## src/rtl/pipe_hazard_sequencer_if.sv

```systemverilog
// Pipeline-side bundle for the hazard sequencer: ID/EXEC observation inputs,
// stall/flush controls back to the pipeline registers, and debug/perf outputs.
interface pipe_hazard_sequencer_if #(
  parameter int CNT_W = 16
);
  logic [3:0]       id_rd;
  logic [3:0]       id_add1;
  logic [3:0]       id_add2;
  logic [3:0]       id_add3;
  logic [3:0]       id_add4;
  logic             id_swp;
  logic             id_valid;
  logic             ex_load;
  logic             ex_wr;
  logic [3:0]       ex_wb_add;
  logic             ex_pc_write;

  logic             freeze;
  logic             fetch_inhibit;
  logic             bubble;
  logic             flush;
  logic [1:0]       state;
  logic [CNT_W-1:0] stall_cnt;
  logic [CNT_W-1:0] flush_cnt;

  // pipeline / environment side
  modport master (
    output id_rd, id_add1, id_add2, id_add3, id_add4, id_swp, id_valid,
           ex_load, ex_wr, ex_wb_add, ex_pc_write,
    input  freeze, fetch_inhibit, bubble, flush, state, stall_cnt, flush_cnt
  );

  // sequencer side
  modport slave (
    input  id_rd, id_add1, id_add2, id_add3, id_add4, id_swp, id_valid,
           ex_load, ex_wr, ex_wb_add, ex_pc_write,
    output freeze, fetch_inhibit, bubble, flush, state, stall_cnt, flush_cnt
  );
endinterface

```

## src/rtl/pipe_hazard_sequencer.sv

```systemverilog
// Stall/flush sequencer for the 5-stage pipeline (IF, ID, EXEC, MEM, WB).
//
// state   | meaning
// --------+----------------------------------------------------------------
// RUN     | normal flow; Mealy detection of R15 write, load-use, SWP
// LSTALL  | one cycle after a load-use bubble; data now forwarded from MEM
// SWPWAIT | SWP read->write gap; front end frozen, bubbles into EXEC
// FLUSH   | wrong-path IF/ID contents being discarded after an R15 write
module pipe_hazard_sequencer #(
  parameter int FLUSH_CYCLES = 2,
  parameter int SWP_EXTRA    = 1,
  parameter int CNT_W        = 16
) (
  input  logic                    clock,
  input  logic                    reset,
  pipe_hazard_sequencer_if.slave  hz_if
);

  typedef enum logic [1:0] {
    S_RUN     = 2'd0,
    S_LSTALL  = 2'd1,
    S_SWPWAIT = 2'd2,
    S_FLUSH   = 2'd3
  } state_e;

  localparam int MAXC = (FLUSH_CYCLES > SWP_EXTRA) ? FLUSH_CYCLES : SWP_EXTRA;
  localparam int CW   = (MAXC < 2) ? 1 : $clog2(MAXC + 1);
  localparam logic [CW-1:0] FLUSH_LOAD = CW'(FLUSH_CYCLES - 1);
  localparam logic [CW-1:0] SWP_LOAD   = CW'(SWP_EXTRA);
  localparam logic [CW-1:0] CNT_ONE    = CW'(1);

  state_e           state_q, state_d;
  logic [CW-1:0]    cnt_q, cnt_d;
  logic [CNT_W-1:0] stall_cnt_q, flush_cnt_q;

  logic hz;
  logic swp_req;
  logic freeze_w, fetch_inhibit_w, bubble_w, flush_w;

  // Load-use hazard: EXEC load result needed by any enabled ID operand (R15 included).
  assign hz = hz_if.ex_load & hz_if.ex_wr & hz_if.id_valid &
              ((hz_if.id_rd[0] & (hz_if.id_add1 == hz_if.ex_wb_add)) |
               (hz_if.id_rd[1] & (hz_if.id_add2 == hz_if.ex_wb_add)) |
               (hz_if.id_rd[2] & (hz_if.id_add3 == hz_if.ex_wb_add)) |
               (hz_if.id_rd[3] & (hz_if.id_add4 == hz_if.ex_wb_add)));

  assign swp_req = hz_if.id_swp & hz_if.id_valid;

  // State and wait counter registers.
  always_ff @(posedge clock) begin
    if (reset) begin
      state_q <= S_RUN;
      cnt_q   <= '0;
    end else begin
      state_q <= state_d;
      cnt_q   <= cnt_d;
    end
  end

  // Next-state and control outputs; Mealy in RUN, Moore elsewhere.
  always_comb begin
    state_d         = state_q;
    cnt_d           = cnt_q;
    freeze_w        = 1'b0;
    fetch_inhibit_w = 1'b0;
    bubble_w        = 1'b0;
    flush_w         = 1'b0;
    case (state_q)
      S_RUN: begin
        if (hz_if.ex_pc_write) begin
          flush_w = 1'b1;
          if (FLUSH_CYCLES > 1) begin
            state_d = S_FLUSH;
            cnt_d   = FLUSH_LOAD;
          end
        end else if (hz) begin
          freeze_w        = 1'b1;
          fetch_inhibit_w = 1'b1;
          bubble_w        = 1'b1;
          state_d         = S_LSTALL;
        end else if (swp_req) begin
          // the SWP itself issues into EXEC, so no bubble on this first cycle
          freeze_w        = 1'b1;
          fetch_inhibit_w = 1'b1;
          if (SWP_EXTRA > 0) begin
            state_d = S_SWPWAIT;
            cnt_d   = SWP_LOAD;
          end
        end
      end
      S_LSTALL: begin
        state_d = S_RUN;
        if (hz_if.ex_pc_write) begin
          flush_w = 1'b1;
          if (FLUSH_CYCLES > 1) begin
            state_d = S_FLUSH;
            cnt_d   = FLUSH_LOAD;
          end
        end
      end
      S_SWPWAIT: begin
        freeze_w        = 1'b1;
        fetch_inhibit_w = 1'b1;
        bubble_w        = 1'b1;
        if (cnt_q > CNT_ONE) begin
          cnt_d = cnt_q - CNT_ONE;
        end else begin
          cnt_d   = '0;
          state_d = S_RUN;
        end
      end
      S_FLUSH: begin
        // EXEC holds a bubble here, so a fresh ex_pc_write is ignored
        flush_w = 1'b1;
        if (cnt_q > CNT_ONE) begin
          cnt_d = cnt_q - CNT_ONE;
        end else begin
          cnt_d   = '0;
          state_d = S_RUN;
        end
      end
      default: begin
        state_d = S_RUN;
        cnt_d   = '0;
      end
    endcase
    if (reset) begin
      freeze_w        = 1'b0;
      fetch_inhibit_w = 1'b0;
      bubble_w        = 1'b0;
      flush_w         = 1'b0;
    end
  end

  // Saturating performance counters for frozen and flushed cycles.
  always_ff @(posedge clock) begin
    if (reset) begin
      stall_cnt_q <= '0;
      flush_cnt_q <= '0;
    end else begin
      if (freeze_w && (stall_cnt_q != '1)) stall_cnt_q <= stall_cnt_q + CNT_W'(1);
      if (flush_w && (flush_cnt_q != '1)) flush_cnt_q <= flush_cnt_q + CNT_W'(1);
    end
  end

  assign hz_if.freeze        = freeze_w;
  assign hz_if.fetch_inhibit = fetch_inhibit_w;
  assign hz_if.bubble        = bubble_w;
  assign hz_if.flush         = flush_w;
  assign hz_if.state         = state_q;
  assign hz_if.stall_cnt     = stall_cnt_q;
  assign hz_if.flush_cnt     = flush_cnt_q;

  // Freezing the front end while flushing it would keep a wrong-path instruction.
  a_no_flush_with_freeze: assert property (@(posedge clock) disable iff (reset)
    !(hz_if.flush && hz_if.freeze));

endmodule

```

## src/flat_wrapper.sv

```systemverilog
// flat-port wrapper written by rule: the top's interface ports become plain ports
module pipe_hazard_sequencer_flat 
#(
  parameter int FLUSH_CYCLES = 2,
  parameter int SWP_EXTRA    = 1,
  parameter int CNT_W        = 16
)
  (clock, reset, hz_if_id_rd, hz_if_id_add1, hz_if_id_add2, hz_if_id_add3, hz_if_id_add4, hz_if_id_swp, hz_if_id_valid, hz_if_ex_load, hz_if_ex_wr, hz_if_ex_wb_add, hz_if_ex_pc_write, hz_if_freeze, hz_if_fetch_inhibit, hz_if_bubble, hz_if_flush, hz_if_state, hz_if_stall_cnt, hz_if_flush_cnt);
  pipe_hazard_sequencer_if #(.CNT_W(CNT_W)) hz_if_i ();
  input  logic clock;
  input  logic reset;
  input wire logic [$bits(hz_if_i.id_rd)-1:0] hz_if_id_rd;
  input wire logic [$bits(hz_if_i.id_add1)-1:0] hz_if_id_add1;
  input wire logic [$bits(hz_if_i.id_add2)-1:0] hz_if_id_add2;
  input wire logic [$bits(hz_if_i.id_add3)-1:0] hz_if_id_add3;
  input wire logic [$bits(hz_if_i.id_add4)-1:0] hz_if_id_add4;
  input wire logic [$bits(hz_if_i.id_swp)-1:0] hz_if_id_swp;
  input wire logic [$bits(hz_if_i.id_valid)-1:0] hz_if_id_valid;
  input wire logic [$bits(hz_if_i.ex_load)-1:0] hz_if_ex_load;
  input wire logic [$bits(hz_if_i.ex_wr)-1:0] hz_if_ex_wr;
  input wire logic [$bits(hz_if_i.ex_wb_add)-1:0] hz_if_ex_wb_add;
  input wire logic [$bits(hz_if_i.ex_pc_write)-1:0] hz_if_ex_pc_write;
  output wire logic [$bits(hz_if_i.freeze)-1:0] hz_if_freeze;
  output wire logic [$bits(hz_if_i.fetch_inhibit)-1:0] hz_if_fetch_inhibit;
  output wire logic [$bits(hz_if_i.bubble)-1:0] hz_if_bubble;
  output wire logic [$bits(hz_if_i.flush)-1:0] hz_if_flush;
  output wire logic [$bits(hz_if_i.state)-1:0] hz_if_state;
  output wire logic [$bits(hz_if_i.stall_cnt)-1:0] hz_if_stall_cnt;
  output wire logic [$bits(hz_if_i.flush_cnt)-1:0] hz_if_flush_cnt;
  assign hz_if_i.id_rd = hz_if_id_rd;
  assign hz_if_i.id_add1 = hz_if_id_add1;
  assign hz_if_i.id_add2 = hz_if_id_add2;
  assign hz_if_i.id_add3 = hz_if_id_add3;
  assign hz_if_i.id_add4 = hz_if_id_add4;
  assign hz_if_i.id_swp = hz_if_id_swp;
  assign hz_if_i.id_valid = hz_if_id_valid;
  assign hz_if_i.ex_load = hz_if_ex_load;
  assign hz_if_i.ex_wr = hz_if_ex_wr;
  assign hz_if_i.ex_wb_add = hz_if_ex_wb_add;
  assign hz_if_i.ex_pc_write = hz_if_ex_pc_write;
  assign hz_if_freeze = hz_if_i.freeze;
  assign hz_if_fetch_inhibit = hz_if_i.fetch_inhibit;
  assign hz_if_bubble = hz_if_i.bubble;
  assign hz_if_flush = hz_if_i.flush;
  assign hz_if_state = hz_if_i.state;
  assign hz_if_stall_cnt = hz_if_i.stall_cnt;
  assign hz_if_flush_cnt = hz_if_i.flush_cnt;
  pipe_hazard_sequencer #(.FLUSH_CYCLES(FLUSH_CYCLES), .SWP_EXTRA(SWP_EXTRA), .CNT_W(CNT_W)) u_core (.clock(clock), .reset(reset), .hz_if(hz_if_i));
endmodule
```

## config.mk

```make
export PLATFORM = sky130hd
export DESIGN_NAME = pipe_hazard_sequencer_flat
export DESIGN_NICKNAME = d
export VERILOG_FILES = /design/src/rtl/pipe_hazard_sequencer_if.sv /design/src/rtl/pipe_hazard_sequencer.sv /design/src/flat_wrapper.sv
export SDC_FILE = /design/constraint.sdc
export NUM_CORES = 1
export LEC_CHECK = 0
export ABC_AREA = 1
export BUFFER_PORTS_ARGS = -buffer_cell sky130_fd_sc_hd__clkbuf_2
export CAP_MARGIN = 20
export CORE_ASPECT_RATIO = 1.75
export CORE_MARGIN = 2
export CORE_UTILIZATION = 50
export DETAILED_ROUTE_END_ITERATION = 7
export GPL_TIMING_DRIVEN = 0
export PLACE_DENSITY = 0.77
export SLEW_MARGIN = 10
export SYNTH_ARGS = -nofsm -noshare
export SYNTH_HDL_FRONTEND = slang
export SYNTH_SLANG_ARGS = --single-unit
```

## constraint.sdc

```tcl
create_clock -name clock -period 4.75 [get_ports clock]
set_input_delay 0.475 -clock clock [delete_from_list [all_inputs] [get_ports clock]]
set_output_delay 0.475 -clock clock [all_outputs]
set_load 0.005 [all_outputs]
```

==> impl_metrics.tcl, run 1 <==
set metrics [dict create \
    status "finished, final reports clean" \
    io_buffers 68 \
    cpMostUsedCell "nand2_4" \
    cap_viol_max_count 0 \
    numCtsBuffers 5 \
    synth_top_family_by_area "simple AND/OR/NAND/NOR gates" \
    cts.sinks 36 \
    antenna-diode-count 0 \
    wire_per_inst_microns 12.2 \
    synth.cell_area_sq_mm 0.00241 \
    grt_usage_pct 22.9 \
    cts_resized 0 \
    final_common_cell "nand2_1" \
    placed_cells 485 \
    nets 473 \
    synth-adder-area-share_pct 1.04 \
    min_period_ns 2.30 \
    first_global_vias 2456 \
    final_cell_mix "81 x nand2_1, 68 x clkbuf_2, 51 x inv_1" \
    cts_setup_buffers 0 \
    yosysTopAreaCellShare_pct 29.9 \
    avgSynthCellArea_sq_um 6.60 \
    drive_gt1_share_pct 25.6 \
    synthSimpleGateAreaFrac_pct 40.6 \
    rsz0062_at_grt "false" \
    finalCritPeriodShare_pct 48.4 \
    cellPowerDensity_mw_per_mm2 237 \
    tightest_slew_ns 0.702 \
    cp_cell_sequence "clkbuf_2 > inv_1 > a21oi_1 > nand3_1 > nor2_1 > nor2_2 > nand2_2 > nand2_4 > nand2_4 > nand2_4 > a21oi_1 > buf_4 > clkbuf_2" \
    synth_async_sr_flop_share_pct 0 \
    final_util_pct 62.7 \
    root_buffer "clkbuf_8" \
    path_clk_slew_ns 0.07 \
    dp_hpwl_microns 4770 \
    critPathSlowestCell "a21oi_1" \
    ir_drop_v 0.000346 \
    antenna_found_initial 0 \
    multi_input_area_sq_mm 0.00143 \
    areaGrowthSynthToFinish_pct 21.5 \
    dp_slack_ns 2.46 \
    arrival_ns 1.82 \
    die_width_microns 56.5 \
    clockPowerShare_pct 39.0 \
    die_h_microns 95.8 \
    synth_area_leaders "dfxtp_1 30%, nand2_1 13%, inv_1 8.0%" \
    synth_mux_area_share_pct 0 \
    final_cells 493 \
    holdCritPathClass "in -> reg" \
    fin_ws_ns 2.45 \
    clk_latency_ns 0.29 \
    setup_viol 0 \
    ys_dominant_reg_cell "dfxtp_1" \
    final_cell_area_sq_mm 0.00292 \
    seq_power_share_pct 45.5 \
    worst-path-max-fanout 6 \
    core_sq_mm 0.00467 \
    via_per_inst 5.27 \
    synth_nets 398 \
    drc 0 \
    tns_ns 0 \
    combinationalPowerShare_pct 15.4 \
    yosysWarningCount 0 \
    grt_pass1_wl_microns 9990 \
    syn_inst 365 \
    synth-edff-count 0 \
    ios 69 \
    initial_core_util_pct 51.6 \
    yosys.area_share.xor_xnor_pct 5.82 \
    synth-seq-cells 36 \
    yosysSeqAreaShare_pct 29.9 \
    first_iter_violations 77 \
    total_power_mw 0.694 \
    relSlewSlack_pct 53.2 \
    finalMaxSlewViolations 0 \
    cpPeakStageDelay_ns 0.21 \
    fillers 454 \
    ctsHoldBuffers 0 \
    p_int_mw 0.506 \
    cp.required_ns 4.28 \
    grt.overflow.total 0 \
    placed_area_sq_mm 0.00281 \
    num_vias 2599 \
    switching_power_mw 0.188 \
    synth_top_area_cell "dfxtp_1" \
    ant_nets 0 \
    cts_tree "built" \
    ff_latch_area_sq_um 721 \
    fp.dieArea_sq_mm 0.00541 \
    skew_ns 0.00522 \
    whs_ns 0.443 \
    row_count 33 \
    synth_compound_gate_area_share_pct 11.9 \
    fmax_mhz 435 \
    cp-end-kind "output pin" \
    hold_viol_final 0 \
    crit_type "in -> out" \
    clockBufferDepth 2 \
    grt_max_degree 13 \
    htree_levels 2 \
    drtPass1Iterations 4 \
    netSwitchingFraction_pct 27.1 \
    p_leak_nw 1.32 \
    routabilityCongestion 0.969 \
    synth.distinct_cells 33 \
    cp-start-kind "primary input" \
    routed_wl_microns 6020 \
]
-- synth_stat cells (4+ instances only) --
cell / n
nand2_1: 81
inv_1: 51
dfxtp_1: 36
nor2_1: 33
a21oi_1: 23
nand3_1: 20
nand4_1: 20
nor3_1: 15
o21ai_0: 13
nand2_2: 11
xor2_1: 9
a21oi_2: 8
xnor2_1: 7
clkbuf_1: 6
nand2_4: 4
nor2_2: 4
-- worst paths after layout --
kind                        startpoint                   endpoint  slack [ns]  depth (start not counted)
max                 hz_if_ex_wb_add[1]               hz_if_freeze        2.45                         13
min                              reset      u_core.hz_if.state[1]        0.44                          2
max reg2reg  u_core.hz_if.stall_cnt[0]  u_core.hz_if.stall_cnt[7]        2.58                          9
min reg2reg            u_core.cnt_q[0]            u_core.cnt_q[0]        0.48                          2
-- flip-flops by register name, indices dropped and copies added, names as in the netlist --
| register | cells |
|---|---|
| u_core.hz_if.state | 2 |
| u_core.hz_if.stall_cnt | 16 |
| u_core.cnt_q | 2 |
| u_core.hz_if.flush_cnt | 16 |
-- critical path: cells and delay by family --
family                 cells  cell delay [ns]
and+or+nand+nor            7             0.55
AOI/OAI and AO/OA          2             0.37
buffers and inverters      4             0.42
-- routing by layer --
| metal | global-route usage (%) | part of all wire (%) | wire (microns) |
|---|---|---|---|
| met4 | 12.1 | 3.6 | 215 |
| met2 | 44.8 | 55 | 3290 |
| met3 | 3.09 | 3.4 | 205 |
| met5 | 0 | 0 | 0 |
| met1 | 22.8 | 38 | 2310 |
-- layout make-up --
type | instances | area share, %
timing repair buffer | 68 | 11.6
sequential | 36 | 24.6
clock buffer | 5 | 2.35
tap | 52 | 2.23
buffer | 9 | 1.97
clock inverter | 3 | 1.45
inverter | 53 | 6.80
multi-input combinational | 267 | 48.9
-- kinds of logic (layout without fill, tap and decap cells) --
group	after synthesis	in the layout
xor+xnor	16	16
compound gates	49	49
flops	36	36
buf+inv	62	138
simple gates	200	200
fa+ha+maj	2	2
-- power by group through the flow --
stage | Combinational (mW) | Clock (mW) | Sequential [mW]
2_1_floorplan | 0.0697 | 0 | 0.322
5_1_grt | 0.120 | 0.289 | 0.317
3_3_place_gp | 0.105 | 0 | 0.322
3_5_place_dp | 0.108 | 0 | 0.323
4_1_cts | 0.108 | 0.278 | 0.316
6_report | 0.107 | 0.271 | 0.316
No activity file was read; power rests on OpenSTA's default activity.
==> run 2, diff against run 1 <==
ABC_AREA = 0   (was 1)
PLACE_DENSITY = 0.8   (was 0.77)
clock period = 2.19 ns   (was 4.75 ns; I/O delays follow)
==> run 2 against run 1 <==
  * Clock-buffer cell count is 2 higher
  * Sequential share of layout area is 4.5 points higher
  * Clock skew is 0.0010 ns lower
  * Global-route usage is 0.80 points lower
  * Core utilization is 2.3 points higher
  * Worst setup slack worse by 2.4 ns
  * Critical endpoint is now u_core.hz_if.stall_cnt[2]
  * Largest power group unchanged
==> impl_metrics.tcl, run 2 <==
set metrics [dict create \
    synth_async_sr_flop_share_pct 0 \
    yosysTopAreaCellShare_pct 36.5 \
    synth_top_area_cell "dfxtp_1" \
    cts_tree "built" \
    tns_ns 0 \
    synth_nets 277 \
    grt_usage_pct 22.1 \
    status "finished, final reports clean" \
    fmax_mhz 466 \
    cp-end-kind "flop" \
    tightest_slew_ns 0.515 \
    finalMaxSlewViolations 0 \
    htree_levels 2 \
    ir_drop_v 0.000563 \
    cp.required_ns 2.38 \
    io_buffers 68 \
    fillers 361 \
    synth.distinct_cells 44 \
    synth_area_leaders "dfxtp_1 37%, xor2_1 10%, nor2_1 6.7%" \
    core_sq_mm 0.00383 \
    die_width_microns 51.5 \
    antenna_found_initial 0 \
    antenna-diode-count 0 \
    hp-start "hz_if_ex_pc_write" \
    synth.cell_area_sq_mm 0.00197 \
    wire_per_inst_microns 12.8 \
    drive_gt1_share_pct 31.6 \
    cellPowerDensity_mw_per_mm2 530 \
    root_buffer "clkbuf_8" \
    grt.overflow.total 0 \
    clockBufferDepth 2 \
    crit_start "u_core.hz_if.stall_cnt[5]" \
    nets 352 \
    worst-path-max-fanout 10 \
    areaGrowthSynthToFinish_pct 26.0 \
    drtPass1Iterations 4 \
    via_per_inst 5.38 \
    placed_area_sq_mm 0.00237 \
    top_usage_layer "met2" \
    final_common_cell "clkbuf_2" \
    first_global_vias 1923 \
    crit_type "reg -> reg" \
    routed_wl_microns 4690 \
    yosysSeqAreaShare_pct 36.5 \
    grtUsageMet2_pct 43.4 \
    grt.met3_usage_pct 4.30 \
    cts_setup_buffers 0 \
    avgSynthCellArea_sq_um 8.09 \
    num_vias 1981 \
    p_leak_nw 1.11 \
    initial_core_util_pct 51.5 \
    final_cell_area_sq_mm 0.00249 \
    finalCritPeriodShare_pct 98.1 \
    arrival_ns 2.34 \
    numCtsBuffers 5 \
    skew_ns 0.00419 \
    synth-seq-cells 36 \
    first_iter_violations 35 \
    setup_viol 0 \
    row_count 30 \
    ff_latch_area_sq_um 726 \
    relSlewSlack_pct 65.7 \
    grt_max_degree 12 \
    total_power_mw 1.32 \
    path_clk_slew_ns 0.07 \
    dp_hpwl_microns 3570 \
    ant_nets 0 \
    ios 69 \
    drc 0 \
    holdCritPathClass "in -> reg" \
    routabilityCongestion 0.798 \
    hold_viol_final 0 \
    cp-start-kind "flop" \
    met1_usage_pct 20.9 \
    min_period_ns 2.15 \
    synth-edff-count 0 \
    synth_commonest_cells "36 x dfxtp_1, 35 x nor2_1, 30 x nand2_1, 23 x xor2_1, 14 x a21oi_1" \
    clk_latency_ns 0.28 \
    final_util_pct 64.9 \
    r2r-start "u_core.hz_if.stall_cnt[5]" \
    grt_pass1_wl_microns 7670 \
    syn_inst 244 \
    ys_dominant_reg_cell "dfxtp_1" \
    cts.sinks 36 \
    fp.dieArea_sq_mm 0.00448 \
    yosysWarningCount 0 \
    synth.most_common_cell "dfxtp_1" \
    cap_viol_max_count 0 \
    whs_ns 0.294 \
    multi_input_area_sq_mm 0.00118 \
    die_h_microns 87.1 \
    final_cell_mix "68 x clkbuf_2, 35 x nor2_1, 32 x dfxtp_1" \
]
==> run 2: worst paths after layout <==
path,to,slack (ns),depth (start not counted)
max,u_core.hz_if.stall_cnt[2],0.04,10
min,u_core.hz_if.state[0],0.29,3
max reg2reg,u_core.hz_if.stall_cnt[2],0.04,10
min reg2reg,u_core.cnt_q[1],0.49,2
==> run 2: critical path, cell delays in order, from the launching register on <==
cell      delay (ns)
dfxtp_1         0.39
and4_2          0.29
and3_4          0.22
nand2_2         0.07
nor2_2          0.13
nor3_1          0.05
a21o_1          0.22
buf_6           0.15
clkbuf_4        0.19
nand2_1         0.11
mux2i_1         0.24
==> run 2: repair_timing <==
| action | CTS | global route |
|---|---|---|
| endpoints found under the setup margin | 9 | 11 |
| pin swaps | 0 | 1 |
| hold buffers | 0 | 0 |
| resized for setup | 2 | 7 |
==> run 2: area by class of cell <==
class,count,share of cell area [%]
inverters,9,1.36
repair buffers,68,13.7
clock buffers,7,3.47
clock inverters,1,0.302
well taps,48,2.42
plain buffers,9,2.01
flip-flops and latches,36,29.2
multi-input cells,190,47.6
==> run 2: cell families after synthesis <==
logic type,Yosys count,synth area share (%)
and+or+nand+nor,113,27.9
buffers and inverters,18,4.12
AOI/OAI and AO/OA,38,12.7
DFF,36,36.5
muxes,9,5.01
xor gates and xnor gates,28,12.4
adders and majority gates,2,1.27
==> run 2: routing by layer <==
layer,wire (microns),vias up
met5,0,-
met4,133,0
met3,258,11
met2,2580,58
met1,1720,914
li1,-,998
==> run 2: per-stage QoR <==
step,instances,worst slack (ns)
after floorplan,244,0.173
after global placement,360,-0.0110
after detailed placement,360,-0.0478
after CTS,368,0.0100
after global routing,368,-0.0829
final,368,0.0423
==> run 2: power by group <==
group / internal, mW / total (mW) / switching (mW)
Combinational: 0.0720 / 0.158 / 0.0863
Sequential: 0.665 / 0.676 / 0.0112
Clock: 0.256 / 0.483 / 0.228
==> run 3, diff against run 2 <==
GPL_TIMING_DRIVEN = unset   (was 0)
==> run 3 against run 2 <==
  * Clock power shrank 9.9%
  * Critical path type unchanged
  * Global-route usage shrank 0.21 points
  * Worst setup slack gained 0.11 ns
  * Sequential power is essentially flat
  * Highest routed layer unchanged
==> impl_metrics.tcl, run 3 (synthesized netlist as in run 2, its figures left out) <==
set metrics [dict create \
    drtPass1Iterations 4 \
    path_clk_slew_ns 0.07 \
    fin_ws_ns 0.155 \
    routabilityCongestion 0.772 \
    die_h_microns 87.1 \
    num_vias 1974 \
    final_cell_mix "68 x clkbuf_2, 36 x dfxtp_1, 35 x nor2_1" \
    dp_hpwl_microns 3700 \
    drc 0 \
    setup_viol 0 \
    nets 353 \
    clockBufferDepth 2 \
    dp_slack_ns 0.148 \
    tns_ns 0 \
    grt_pass1_wl_microns 7610 \
    wire_per_inst_microns 12.7 \
    relSlewSlack_pct 71.9 \
    cp.required_ns 2.42 \
    min_period_ns 2.04 \
    reg2reg_depth 10 \
    tightest_slew_ns 0.411 \
    status "finished, final reports clean" \
    cts_setup_buffers 0 \
    rrSetupSlack_ns 0.15 \
    fmax_mhz 491 \
    cellPowerDensity_mw_per_mm2 510 \
    cts.sinks 36 \
    ios 69 \
    first_iter_violations 39 \
    ir_drop_v 0.000656 \
    hold_viol_final 0 \
    core_sq_mm 0.00383 \
    hold_end "u_core.hz_if.flush_cnt[2]" \
    holdCritPathClass "in -> reg" \
    p_leak_nw 1.13 \
    skew_ns 0.00544 \
    arrival_ns 2.26 \
    r2r-start "u_core.hz_if.stall_cnt[0]" \
    worst-path-max-fanout 6 \
    via_per_inst 5.36 \
    drive_gt1_share_pct 30.9 \
    numCtsBuffers 5 \
    htree_levels 2 \
    r2r-end "u_core.hz_if.stall_cnt[11]" \
    grt.overflow.total 0 \
    hp-start "reset" \
    finalCritPeriodShare_pct 92.9 \
    areaGrowthSynthToFinish_pct 25.9 \
    initial_core_util_pct 51.5 \
    first_global_vias 1880 \
    ctsHoldBuffers 0 \
    io_buffers 68 \
    antenna-diode-count 0 \
    crit_type "reg -> reg" \
    cap_viol_max_count 0 \
    grt_usage_pct 21.9 \
    die_width_microns 51.5 \
    cts_tree "built" \
    finalMaxSlewViolations 0 \
    grt_max_degree 22 \
    cp-end-kind "flop" \
    root_buffer "clkbuf_8" \
    antenna_found_initial 0 \
    routed_wl_microns 4660 \
    holdPathStages 2 \
    row_count 30 \
    rsz0062_at_grt "false" \
    clk_latency_ns 0.28 \
    cp-start-kind "flop" \
    final_common_cell "clkbuf_2" \
    ant_nets 0 \
    fp.dieArea_sq_mm 0.00448 \
]
run 3: cell count changes in the layout (fill, tap and decap cells not counted), sizes merged:
cell / before / now
buf: 3 / 10
clkinvlp: 1 / 0
clkbuf: 81 / 74
clkinv: 0 / 1
run 3: power breakdown:
group	total, mW	internal, mW	switching (mW)
Clock	0.435	0.216	0.219
Sequential	0.679	0.665	0.0149
Combinational	0.152	0.0695	0.0827
run 3: area by class of cell:
| type | instances | area, sq um |
|---|---|---|
| Clock buffer | 6 | 72.6 |
| Clock inverter | 1 | 5.00 |
| Timing Repair Buffer | 78 | 415 |
| Fill cell | 366 | 1340 |
| Inverter | 9 | 33.8 |
| Multi-Input combinational cell | 190 | 1180 |
| Tap cell | 48 | 60.1 |
| Sequential cell | 36 | 721 |
run 3: how the worst max path moves through the flow:
stage                                         start                    endpoint  cells past startpoint
after floorplan           u_core.hz_if.stall_cnt[0]  u_core.hz_if.stall_cnt[10]                     10
after global placement           hz_if_ex_wb_add[3]  u_core.hz_if.stall_cnt[14]                      7
after detailed placement  u_core.hz_if.stall_cnt[0]  u_core.hz_if.stall_cnt[11]                     10
after CTS                 u_core.hz_if.stall_cnt[0]  u_core.hz_if.stall_cnt[11]                     10
after global routing      u_core.hz_if.stall_cnt[0]  u_core.hz_if.stall_cnt[11]                     10
final                     u_core.hz_if.stall_cnt[0]  u_core.hz_if.stall_cnt[11]                     10
run 3: timing repair:
item                                    4_1_cts  5_1_grt
endpoints found under the setup margin        0        1
endpoints found under the hold margin         0        0
resized for setup                             0        1
run 3: through the flow:
step                      power, mW  hold WS (ns)  area (sq um)  instances  utilization (%)
after CTS                      1.28         0.269          2480        368             64.7
after detailed placement      0.846         0.471          2400        361             62.7
after global routing           1.32         0.292          2480        368             64.9
after floorplan               0.778         0.430          1970        244                -
final                          1.27         0.273          2480        368             64.9
after global placement        0.841         0.457          2400        361             62.7
run 3: critical path, cell delays in order (launching register included):
cell and delay (ns):
dfxtp_1 0.39, ha_1 0.21, nand2_1 0.08, nor3_1 0.21
nand2_2 0.10, nor2_2 0.13, nor3_1 0.06, a21o_1 0.25
buf_4 0.19, a311oi_2 0.25, a41o_1 0.12
run 3: layer usage:
layer  wire length, microns  global-route usage (%)
met1                   1700                    20.0
met5                      0                       0
met4                     79                    7.89
met3                    293                    4.64
met2                   2590                    44.4
